**config.mk**
```make
export PLATFORM = sky130hd
export DESIGN_NAME = pulse_batcher
export DESIGN_NICKNAME = d
export VERILOG_FILES = /design/src/rtl/pulse_pkg.sv /design/src/rtl/saturating_counter.sv /design/src/rtl/pulse_batcher.sv
export SDC_FILE = /design/constraint.sdc
export NUM_CORES = 1
export LEC_CHECK = 0
export ABC_AREA = 1
export CORE_UTILIZATION = 55
export CTS_BUF_LIST = sky130_fd_sc_hd__clkbuf_8
export CTS_CLUSTER_SIZE = 28
export DETAILED_ROUTE_END_ITERATION = 6
export DONT_BUFFER_PORTS = 1
export GPL_TIMING_DRIVEN = 1
export HOLD_SLACK_MARGIN = 0.05
export PLACE_DENSITY = 0.74
export SYNTH_ARGS = -nofsm -noshare
export SYNTH_HDL_FRONTEND = slang
export SYNTH_HIERARCHICAL = 1
export SYNTH_SLANG_ARGS = --single-unit
export TNS_END_PERCENT = 1
```
**constraint.sdc**
```tcl
create_clock -name clock -period 1.75 [get_ports clock]
set_input_delay 0.35 -clock clock [delete_from_list [all_inputs] [get_ports clock]]
set_output_delay 0.35 -clock clock [all_outputs]
set_load 0.01 [all_outputs]
```
**src/rtl/pulse_pkg.sv**
```systemverilog
// Shared types and helpers for the pulse-stream blocks.
//   pulse_batcher_state_t : batcher FSM states
//   sat_max(width)        : largest value representable in 'width' bits
package pulse_pkg;

  typedef enum logic [1:0] {
    IDLE  = 2'd0,
    ACCUM = 2'd1,
    OFFER = 2'd2
  } pulse_batcher_state_t;

  // All-ones value for an unsigned field of the given width.
  function automatic int unsigned sat_max(input int unsigned width);
    return (32'd1 << width) - 32'd1;
  endfunction

endpackage

```
**src/rtl/saturating_counter.sv**
```systemverilog
// Up-counter that sticks at its maximum value.
//   clock, reset : rising-edge clock, synchronous active-high reset
//   increment    : add one unless already saturated
//   clear        : return to zero (wins over increment)
//   count        : current value
//   saturated    : registered flag, high exactly while count == max
module saturating_counter
  import pulse_pkg::*;
#(
  parameter int unsigned WIDTH = 4
) (
  input  logic             clock,
  input  logic             reset,
  input  logic             increment,
  input  logic             clear,
  output logic [WIDTH-1:0] count,
  output logic             saturated
);

  localparam logic [WIDTH-1:0] MAX_COUNT = WIDTH'(sat_max(WIDTH));

  logic [WIDTH-1:0] count_d;

  // Next count: clear first, then a non-saturating increment.
  always_comb begin
    count_d = count;
    if (clear) begin
      count_d = '0;
    end else if (increment && !saturated) begin
      count_d = count + WIDTH'(1);
    end
  end

  // Saturation flag tracks the next count so it is aligned with count.
  always_ff @(posedge clock) begin
    if (reset) begin
      count     <= '0;
      saturated <= 1'b0;
    end else begin
      count     <= count_d;
      saturated <= (count_d == MAX_COUNT);
    end
  end

endmodule

```
**src/rtl/pulse_batcher.sv**
```systemverilog
// Groups incoming pulses into counted batches for a valid/ready consumer.
// A batch launches when the pulse count reaches BATCH_THRESHOLD or when a
// partial batch sees TIMEOUT_CYCLES pulse-free cycles. Pulses keep
// accumulating while a batch is stalled; beyond saturation they are dropped
// and flagged on the sticky overflow output.
//   clock, reset   : rising-edge clock, synchronous active-high reset
//   pulse_in       : one pulse per sampled high cycle
//   batch_valid    : batch offered
//   batch_ready    : consumer accepts when high with batch_valid
//   batch_count    : pulse count of the offered batch
//   busy           : accumulator saturated
//   overflow       : sticky, at least one pulse dropped
//   clear_overflow : clears overflow (a coincident drop wins)
module pulse_batcher
  import pulse_pkg::*;
#(
  parameter int unsigned COUNT_WIDTH     = 4,
  parameter int unsigned BATCH_THRESHOLD = 4,
  parameter int unsigned TIMEOUT_CYCLES  = 8
) (
  input  logic                   clock,
  input  logic                   reset,
  input  logic                   pulse_in,
  output logic                   batch_valid,
  input  logic                   batch_ready,
  output logic [COUNT_WIDTH-1:0] batch_count,
  output logic                   busy,
  output logic                   overflow,
  input  logic                   clear_overflow
);

  localparam int unsigned TIMER_W = (TIMEOUT_CYCLES > 1) ? $clog2(TIMEOUT_CYCLES) : 1;
  localparam logic [COUNT_WIDTH-1:0] THRESHOLD = COUNT_WIDTH'(BATCH_THRESHOLD);
  localparam logic [TIMER_W-1:0]     TIMER_LAST = TIMER_W'(TIMEOUT_CYCLES - 1);

  // Parameter legality checks at elaboration.
  if (BATCH_THRESHOLD < 1 || BATCH_THRESHOLD > sat_max(COUNT_WIDTH)) begin : g_bad_threshold
    $error("pulse_batcher: BATCH_THRESHOLD out of range 1..2^COUNT_WIDTH-1");
  end
  if (TIMEOUT_CYCLES < 1) begin : g_bad_timeout
    $error("pulse_batcher: TIMEOUT_CYCLES must be >= 1");
  end

  pulse_batcher_state_t state_q, state_d;

  logic [COUNT_WIDTH-1:0] acc;
  logic                   acc_sat;
  logic                   acc_inc;
  logic                   acc_clr;
  logic [COUNT_WIDTH-1:0] sum;
  logic                   at_threshold;
  logic                   drop;

  logic [TIMER_W-1:0]     timer_q, timer_d;
  logic                   batch_valid_d;
  logic [COUNT_WIDTH-1:0] batch_count_d;
  logic                   overflow_d;
  logic                   launch;

  saturating_counter #(
    .WIDTH (COUNT_WIDTH)
  ) u_acc (
    .clock     (clock),
    .reset     (reset),
    .increment (acc_inc),
    .clear     (acc_clr),
    .count     (acc),
    .saturated (acc_sat)
  );

  // Saturating acc + pulse_in; a pulse arriving at saturation is dropped.
  assign sum          = acc_sat ? acc : acc + COUNT_WIDTH'(pulse_in);
  assign at_threshold = (sum >= THRESHOLD);
  assign drop         = pulse_in && acc_sat;
  assign busy         = acc_sat;

  // State register and registered outputs.
  always_ff @(posedge clock) begin
    if (reset) begin
      state_q     <= IDLE;
      timer_q     <= '0;
      batch_valid <= 1'b0;
      batch_count <= '0;
      overflow    <= 1'b0;
    end else begin
      state_q     <= state_d;
      timer_q     <= timer_d;
      batch_valid <= batch_valid_d;
      batch_count <= batch_count_d;
      overflow    <= overflow_d;
    end
  end

  // Next-state and next-output logic.
  always_comb begin
    state_d       = state_q;
    timer_d       = timer_q;
    batch_valid_d = batch_valid;
    batch_count_d = batch_count;
    acc_inc       = pulse_in;
    acc_clr       = 1'b0;
    launch        = 1'b0;

    // Set wins over clear.
    overflow_d = overflow;
    if (drop) begin
      overflow_d = 1'b1;
    end else if (clear_overflow) begin
      overflow_d = 1'b0;
    end

    case (state_q)
      IDLE: begin
        if (pulse_in) begin
          if (at_threshold) begin
            launch = 1'b1;
          end else begin
            state_d = ACCUM;
            timer_d = '0;
          end
        end
      end

      ACCUM: begin
        if (at_threshold) begin
          launch = 1'b1;
        end else if (pulse_in) begin
          timer_d = '0;
        end else if (timer_q == TIMER_LAST) begin
          launch = 1'b1;
        end else begin
          timer_d = timer_q + TIMER_W'(1);
        end
      end

      OFFER: begin
        timer_d = '0;
        if (batch_ready) begin
          if (at_threshold) begin
            launch = 1'b1;
          end else if (sum != '0) begin
            state_d       = ACCUM;
            batch_valid_d = 1'b0;
          end else begin
            state_d       = IDLE;
            batch_valid_d = 1'b0;
          end
        end
      end

      default: begin
        state_d       = IDLE;
        batch_valid_d = 1'b0;
        acc_clr       = 1'b1;
      end
    endcase

    // Launch hands the whole sum to the batch and restarts accumulation.
    if (launch) begin
      state_d       = OFFER;
      batch_valid_d = 1'b1;
      batch_count_d = sum;
      acc_clr       = 1'b1;
      timer_d       = '0;
    end
  end

endmodule

```
After elaboration in Yosys (flattened, before gate mapping)
Cells that the tools add are included.

cells by class
  add/subtract/negate cells = 3
  equality and inequality tests = 16
  bitwise logic cells = 1
  reductions and logical operators = 14
  $lt $le $gt $ge = 1
  muxes and demuxes = 31

operators with widths
  cell                                                                   number
  3-bit two-way mux                                                      5
  3-bit inequality test, second input constant                           5
  5-bit AND reduction                                                    3
  1-bit two-way mux                                                      14
  4-bit two-way mux                                                      3
  2-bit inequality test, second input constant                           6
  2-bit two-way mux                                                      5
  3-bit one-hot mux with 3 select lines                                  1
  2-bit one-hot mux with 3 select lines                                  1
  4-bit by 1-bit adder with 4-bit output                                 1
  4-bit by 1-bit adder with 4-bit output, second input constant          1
  4-bit == test, second input constant                                   1
  4-bit by 3-bit >= comparator with 1-bit output, second input constant  1
  4-bit nonzero test                                                     1
  2-bit OR reduction                                                     2
  3-bit by 1-bit adder with 3-bit output, second input constant          1
  3-bit == test, second input constant                                   1
  1-bit one-hot mux with 3 select lines                                  1
  3-bit AND reduction                                                    1
  3-bit nonzero test                                                     1
  3-bit OR reduction                                                     1
  2-bit by 1-bit == test with 1-bit output, second input constant        1
  2-bit == test, second input constant                                   1
  1-bit logical AND                                                      2
  other kinds (6)                                                        6

word-level totals
  flip-flop bits (word level) = 16
  logic and storage cells = 74
  bits of input ports = 5
  output and inout port bits = 7

Logic depth before layout (Yosys ltp)
Gate-level depths: netlist of the first run.

  word-level depth = 9
  mapped depth = 14
  gate-level depth less buffers = 14

Hierarchy
The synthesis of the first run kept the hierarchy.

by module, submodules not included
  module              area each (um^2)  cells each  instances  seq. area each (um^2)
  pulse_batcher       710.7             105         1          220.2
  saturating_counter  259.0             39          1          100.1

Least setup slack after synthesis of the first run
Ideal clock, no wire load.

  path kind = input-to-reg
  start point = input pulse_in
  end point = register u_acc.saturated
  library setup time = 0.062 ns
  buffers on the path = 0
  required time = 1.688 ns
  setup slack = 0.015 ns
  cell stages on the path = 12
  arrival = 1.673 ns
  cell sequence = ha_1 > ha_1 > nand2_2 > xor2_2 > nand2_1 > nand2_2 > nand3_1 > inv_1 > nand2_1 > nor2_1 > nand3_1 > nor2_2

between the ends
  word-level cells in the longest chain between the ends = 9
  elaborated cells between the ends (all ways) = 14
  those cells by class = add/sub: 1; order compare: 1; eq/ne: 1; mux: 10; reduce/logical: 1

ends and longest elaborated chain
  what                                            RTL line                                    source
  start: declaration                              pulse_batcher.sv:23                         input logic pulse_in,
  4-bit by 1-bit adder with 4-bit output          pulse_batcher.sv:72                         assign sum = acc_sat ? acc : acc + COUNT_WIDTH'(pulse_in);
  4-bit two-way mux                               pulse_batcher.sv:72
  4-bit by 3-bit >= comparator with 1-bit output  pulse_batcher.sv:73                         assign at_threshold = (sum >= THRESHOLD);
  1-bit two-way mux                               pulse_batcher.sv:115, pulse_batcher.sv:139
  1-bit two-way mux (on tied branches)            pulse_batcher.sv:138, pulse_batcher.sv:114
  1-bit one-hot mux with 3 select lines (*)       pulse_batcher.sv:112                        case (state_q)
  1-bit two-way mux (*)                           pulse_batcher.sv:159                        if (launch) begin
  named net acc_clr                               pulse_batcher.sv:49                         logic acc_clr;
  4-bit two-way mux (*)                           saturating_counter.sv:27                    if (clear) begin
  4-bit == test (*)                               saturating_counter.sv:41                    saturated <= (count_d == MAX_COUNT);
  end signal: assignment                          saturating_counter.sv:41
  end: declaration                                saturating_counter.sv:17                    output logic saturated

Mark *: on every way through the listed nets, which the timed path passes. The rest lies on a longest branch.
A chain may end at the register's enable or synchronous reset.

Final worst setup path of the first run
  start point = register u_acc.count[0]
  end point = register u_acc.saturated

between the ends
  word-level cells in the longest chain between the ends = 9
  elaborated cells between the ends (all ways) = 13
  those cells by class = add/sub: 2; order compare: 1; eq/ne: 1; mux: 9

ends and longest elaborated chain
  what                                                RTL line                                    source
  start: declaration                                  saturating_counter.sv:16                    output logic [WIDTH-1:0] count,
  start signal: assignment                            saturating_counter.sv:40                    count <= count_d;
  4-bit by 1-bit adder with 4-bit output              pulse_batcher.sv:72
  4-bit two-way mux (*)                               pulse_batcher.sv:72
  4-bit by 3-bit >= comparator with 1-bit output (*)  pulse_batcher.sv:73
  1-bit two-way mux                                   pulse_batcher.sv:115, pulse_batcher.sv:139
  1-bit two-way mux (on tied branches)                pulse_batcher.sv:138, pulse_batcher.sv:114
  1-bit one-hot mux with 3 select lines (*)           pulse_batcher.sv:112
  1-bit two-way mux (*)                               pulse_batcher.sv:159
  named net acc_clr                                   pulse_batcher.sv:49
  4-bit two-way mux (*)                               saturating_counter.sv:27
  4-bit == test (*)                                   saturating_counter.sv:41

Marked as above.

==> results of run 1 <==
[cells by family (layout without fill, tap and decap cells)]
kind of cell	count (synthesis)	count (layout)	share of synthesized area, %
AOI/OAI and AO/OA	11	11	6.323
xor gates and xnor gates	1	1	1.678
adders and majority gates	5	5	6.452
buffers and inverters	22	36	8.516
DFF	16	16	33.03
and+or+nand+nor	89	90	44.00
[registers in the layout, indices dropped and copies added, names as in the netlist]
register         count
u_acc/saturated      1
u_acc/count          4
overflow             1
batch_count          4
state_q              2
timer_q              3
batch_valid          1
[power breakdown]
| part | internal (mW) | total, mW | switching [mW] | leakage, nW |
|---|---|---|---|---|
| clock network | 0.153 | 0.279 | 0.126 | 0.0216 |
| logic | 0.0796 | 0.197 | 0.117 | 0.432 |
| registers | 0.383 | 0.406 | 0.0228 | 0.130 |
| total | 0.615 | 0.881 | 0.266 | 0.584 |
[path summary, 6_finish.rpt]
kind | depth (start not counted) | to | startpoint | slack [ns]
setup reg to reg | 12 | u_acc/saturated$_SDFF_PP0_ | u_acc/count[0]$_SDFF_PP0_ | 0.01
setup / recovery | 12 | u_acc/saturated$_SDFF_PP0_ | u_acc/count[0]$_SDFF_PP0_ | 0.01
hold / removal | 1 | overflow$_SDFFE_PP0P_ | reset | 0.16
hold reg to reg | 2 | timer_q[2]$_SDFFE_PP0P_ | timer_q[2]$_SDFFE_PP0P_ | 0.47
[timing repair]
item | in CTS | in global routing
resized for setup | 3 | 17
cloned | 0 | 1
setup buffers | 1 | 3
pin swaps | 1 | 11
endpoints found under the setup margin | 1 | 13
[layer usage]
layer,share of wire (%),vias to the layer above,global-route usage [%]
li1,-,481,-
met1,38,468,25.95
met2,53,38,44.18
met3,4.6,16,3.750
met4,4.0,0,8.485
met5,0,-,0
[critical path: cells and delay by family (launching register included)]
family,cells,cell delay [ns]
xor gates and xnor gates,1,0.18
adders and majority gates,2,0.33
buffers and inverters,1,0.09
DFF,1,0.34
and+or+nand+nor,8,0.74
[synthesized netlist by cell type, types with 3 or more instances]
library cell	count	area, um2
nand3_1	10	50.05
nor2_2	7	43.79
dfxtp_1	16	320.3
nand2_2	4	25.02
a21oi_1	6	30.03
nor3_1	4	20.02
nor2_1	18	67.56
inv_2	3	11.26
ha_1	5	62.56
nand2_1	38	142.6
inv_1	19	71.32
[through the flow]
step	total power, mW	util [%]	area (um2)	instances	setup TNS [ns]
3_3_place_gp	0.5580	66.11	1042	167	0
6_report	0.8815	76.67	1209	175	0
5_1_grt	0.9262	76.67	1209	175	-0.2327
4_1_cts	0.8359	69.84	1101	171	0
3_5_place_dp	0.5600	66.11	1042	167	-0.1061
2_1_floorplan	0.5250	-	969.7	144	0
[layout make-up]
class | instances | area share, %
Sequential cell | 16 | 26.60
Timing Repair Buffer | 11 | 6.832
Inverter | 22 | 7.039
Clock buffer | 3 | 3.416
Tap cell | 16 | 1.656
Multi-Input combinational cell | 107 | 54.45
==> impl_metrics.tcl, run 1 <==
set metrics [dict create \
    status "complete, but fails checks" \
    die_h_um 43.99 \
    postSynthAreaPerCell_um2 6.734 \
    initial_utilization_pct 61.51 \
    routed_wirelength_um 2528 \
    crit_path_cell_trace "ha_4, ha_4, nand2_4, xor2_4, nand3_2, nand2_4, nand3_4, inv_4, nand2_2, nor2_2, nand3_1, nor2_2" \
    diodes 0 \
    crit_fanout 3 \
    antenna_found_initial 0 \
    power_density_nw_per_um2 729.3 \
    violations "design-rule violations" \
    cts_buffer_depth 2 \
    finalHoldViolCount 0 \
    netlist_area_um2 969.7 \
    dieArea_um2 1935 \
    finClkSkew_ns 0.0009832 \
    async_flop_share_pct 0 \
    core_area_um2 1577 \
    pre_cts_slack_ns -0.1061 \
    fmaxAchievable_mhz 575.7 \
    cp_slowest_cell "dfxtp_2" \
    fillerInstances 120 \
    final_layout_size_suffix_gt1_share_pct 31.45 \
    netlist-cell-type-count 22 \
    routed_via_density 5.731 \
    grt_setup_unrepaired "true" \
    io_pins 12 \
    worstMarginPinSlew_ns 0.3038 \
    first_pass_iters 6 \
    yosysSeqAreaShare_pct 33.03 \
    track_usage_pct 23.37 \
    start_kind "flip-flop" \
    drc 3 \
    std_cell_rows 14 \
    final_common_cell "nand2_1" \
    cts_tree "yes" \
    criticalPathCategory "flip-flop to flip-flop" \
    ys.flop_type "dfxtp_1" \
    yosysWarnings 6 \
    cp-end-kind "flip-flop" \
    ys_ff_latch 16 \
    grt_pass1_wl_um 3408 \
    dp_hpwl_um 1469 \
    die_w_um 43.99 \
    critPathArrivalTime_ns 1.93 \
    drv_slew 0 \
    area_delta_synth_final_pct 24.65 \
    cts_sinks 16 \
    hold_ws_ns 0.1574 \
    grt_overflow_total 0 \
    cts_root_buffer "clkbuf_8" \
    ctsHoldBuffers 0 \
    multi_input_area_um2 658.1 \
    clk_pin_slew_worst_paths_ns 0.06 \
    place_congestion 0.8899 \
    cts_inserted_buffers 3 \
    max-cap-violations 0 \
    drtIter0Drc 21 \
    cp_slowest_stage_delay_ns 0.34 \
    ant_nets 0 \
    clkLatencyLatePin_ns 0.25 \
    synth_edf_count 0 \
    setup_ws_ns 0.01285 \
    hold_path_class "input pin to flip-flop" \
    cp.required_ns 1.95 \
    syn-num-nets 154 \
    vias 1003 \
    setup_viol_count_final 0 \
    synthCells 144 \
    seqCellArea_um2 321.6 \
    layout_common_cells "nand2_1, inv_1, nor2_1" \
    finalCriticalPeriod_ns 1.737 \
    buffer_ports.inserted 0 \
    grt_pass1_vias 907 \
    p_leak_nw 0.5839 \
    period_share_pct 99.27 \
    max_slew_margin_pct 79.64 \
    grt_max_degree 10 \
    h-tree-depth 1 \
    ir_drop_uv 566.3 \
    nets 171 \
    wire_per_inst_um 14.45 \
]
Power figures use the tool's default switching activity.
==> run 2, diff against run 1 <==
Settings changed: GPL_TIMING_DRIVEN 1 to 0.
Clock period 1.75 ns to 1.58 ns, I/O delays scaled along.
==> impl_metrics.tcl, run 2 (synthesized netlist as in run 1, its figures left out) <==
set metrics [dict create \
    dieArea_um2 1935 \
    fillerInstances 113 \
    violations "design-rule violations, negative setup slack" \
    critPathArrivalTime_ns 1.86 \
    setup_ws_ns -0.09267 \
    p_leak_nw 0.5614 \
    cts_buffer_depth 2 \
    cts_sinks 16 \
    ir_drop_uv 775.3 \
    fmaxAchievable_mhz 597.8 \
    grt_max_degree 10 \
    ant_nets 0 \
    clkLatencyLatePin_ns 0.25 \
    drtIter0Drc 40 \
    finClkSkew_ns 0.003711 \
    crit_path_cell_trace "ha_4, ha_4, nand2_4, xor2_4, nand3_2, nand2_4, nand3_4, inv_4, nand2_2, nor2_2, nand3_2, nor2_2" \
    finalHoldViolCount 0 \
    dp_hpwl_um 1296 \
    crit_fanout 3 \
    drc 2 \
    cts_tree "yes" \
    max_slew_margin_pct 81.52 \
    placed_cell_area_um2 1006 \
    start_kind "flip-flop" \
    pre_cts_slack_ns -0.2788 \
    max-cap-violations 0 \
    track_usage_pct 26.07 \
    area_delta_synth_final_pct 23.61 \
    initial_utilization_pct 61.51 \
    top_regs "batch_count x4, u_acc/count x4, timer_q x3" \
    worstMarginPinSlew_ns 0.2762 \
    criticalPathCategory "flip-flop to flip-flop" \
    place_congestion 0.8216 \
    setup_viol_count_final 8 \
    h-tree-depth 1 \
    cts_inserted_buffers 3 \
    die_w_um 43.99 \
    final_layout_size_suffix_gt1_share_pct 33.77 \
    fin_total_pwr_mw 1.022 \
    finalCriticalPeriod_ns 1.673 \
    design_area_um2 1199 \
    drv_slew 0 \
    cp-end-kind "flip-flop" \
    grt_setup_unrepaired "true" \
    diodes 0 \
    core_area_um2 1577 \
    first_pass_iters 6 \
    die_h_um 43.99 \
    layout_common_cells "nand2_1, inv_1, nor2_1" \
    nets 165 \
    vias 928 \
    antenna_found_initial 0 \
    cts_root_buffer "clkbuf_8" \
    cp_slowest_cell "dfxtp_4" \
    status "complete, but fails checks" \
    hold_path_class "input pin to flip-flop" \
    clk_pin_slew_worst_paths_ns 0.07 \
    grt_pass1_wl_um 3774 \
    io_pins 12 \
    hold_ws_ns 0.1142 \
    grt_overflow_total 0 \
    final_common_cell "nand2_1" \
    routed_via_density 5.459 \
    period_share_pct 105.9 \
    cp_slowest_stage_delay_ns 0.36 \
    buffer_ports.inserted 0 \
    grt_pass1_vias 860 \
    std_cell_rows 14 \
    power_density_nw_per_um2 852.8 \
    routed_wirelength_um 2245 \
    wire_per_inst_um 13.21 \
    cp.required_ns 1.77 \
]
-- run 2: worst paths after layout --
kind / startpoint / depth (start not counted) / slack, ns / endpoint
worst max-delay path: u_acc/count[0]$_SDFF_PP0_ / 12 / -0.09 / u_acc/saturated$_SDFF_PP0_
worst min-delay path: reset / 1 / 0.11 / u_acc/count[0]$_SDFF_PP0_
worst max register to register: u_acc/count[0]$_SDFF_PP0_ / 12 / -0.09 / u_acc/saturated$_SDFF_PP0_
worst min register to register: timer_q[2]$_SDFFE_PP0P_ / 2 / 0.49 / timer_q[2]$_SDFFE_PP0P_
-- run 2: power by group --
| part | internal (mW) | total, mW | switching [mW] |
|---|---|---|---|
| clock network | 0.221 | 0.368 | 0.147 |
| logic | 0.0824 | 0.201 | 0.118 |
| registers | 0.424 | 0.454 | 0.0298 |
| total | 0.728 | 1.02 | 0.295 |
-- run 2: timing repair --
action | CTS | global route
gates cloned | 0 | 0
setup endpoints to repair | 15 | 15
buffers inserted | 6 | 0
hold buffers | 0 | 0
pin swaps | 9 | 11
hold endpoints to repair | 0 | 0
resized for setup | 13 | 8
-- run 2: per-stage QoR --
stage | instances | setup TNS, ns | util [%]
6_report | 170 | -0.4997 | 76.03
5_1_grt | 170 | -1.244 | 76.03
4_1_cts | 170 | -0.5283 | 74.52
3_5_place_dp | 160 | -1.415 | 63.81
3_3_place_gp | 160 | -0.5467 | 63.81
2_1_floorplan | 144 | -0.05193 | -
-- run 2: routing by layer --
metal  up-vias  track usage (%)  part of all wire [%]
li1        470                -                     -
met1       424            32.99                    42
met2        25            44.48                    52
met3         9            4.167                   4.0
met4         0            9.697                   2.2
met5         -                0                     0
-- run 2: worst max-delay path: cells and delay by family (launching register included) --
family / cells / cell delay (ns)
and+or+nand+nor: 8 / 0.66
xor gates and xnor gates: 1 / 0.18
adders and majority gates: 2 / 0.33
buffers and inverters: 1 / 0.07
DFF: 1 / 0.36
-- run 2: cell type report --
cell class | count | area (um2) | area share (%)
tap | 16 | 20.02 | 1.670
multi-input combinational | 106 | 665.6 | 55.53
inverter | 22 | 85.08 | 7.098
clock buffer | 4 | 55.05 | 4.593
sequential | 16 | 327.8 | 27.35
timing repair buffer | 6 | 45.04 | 3.758
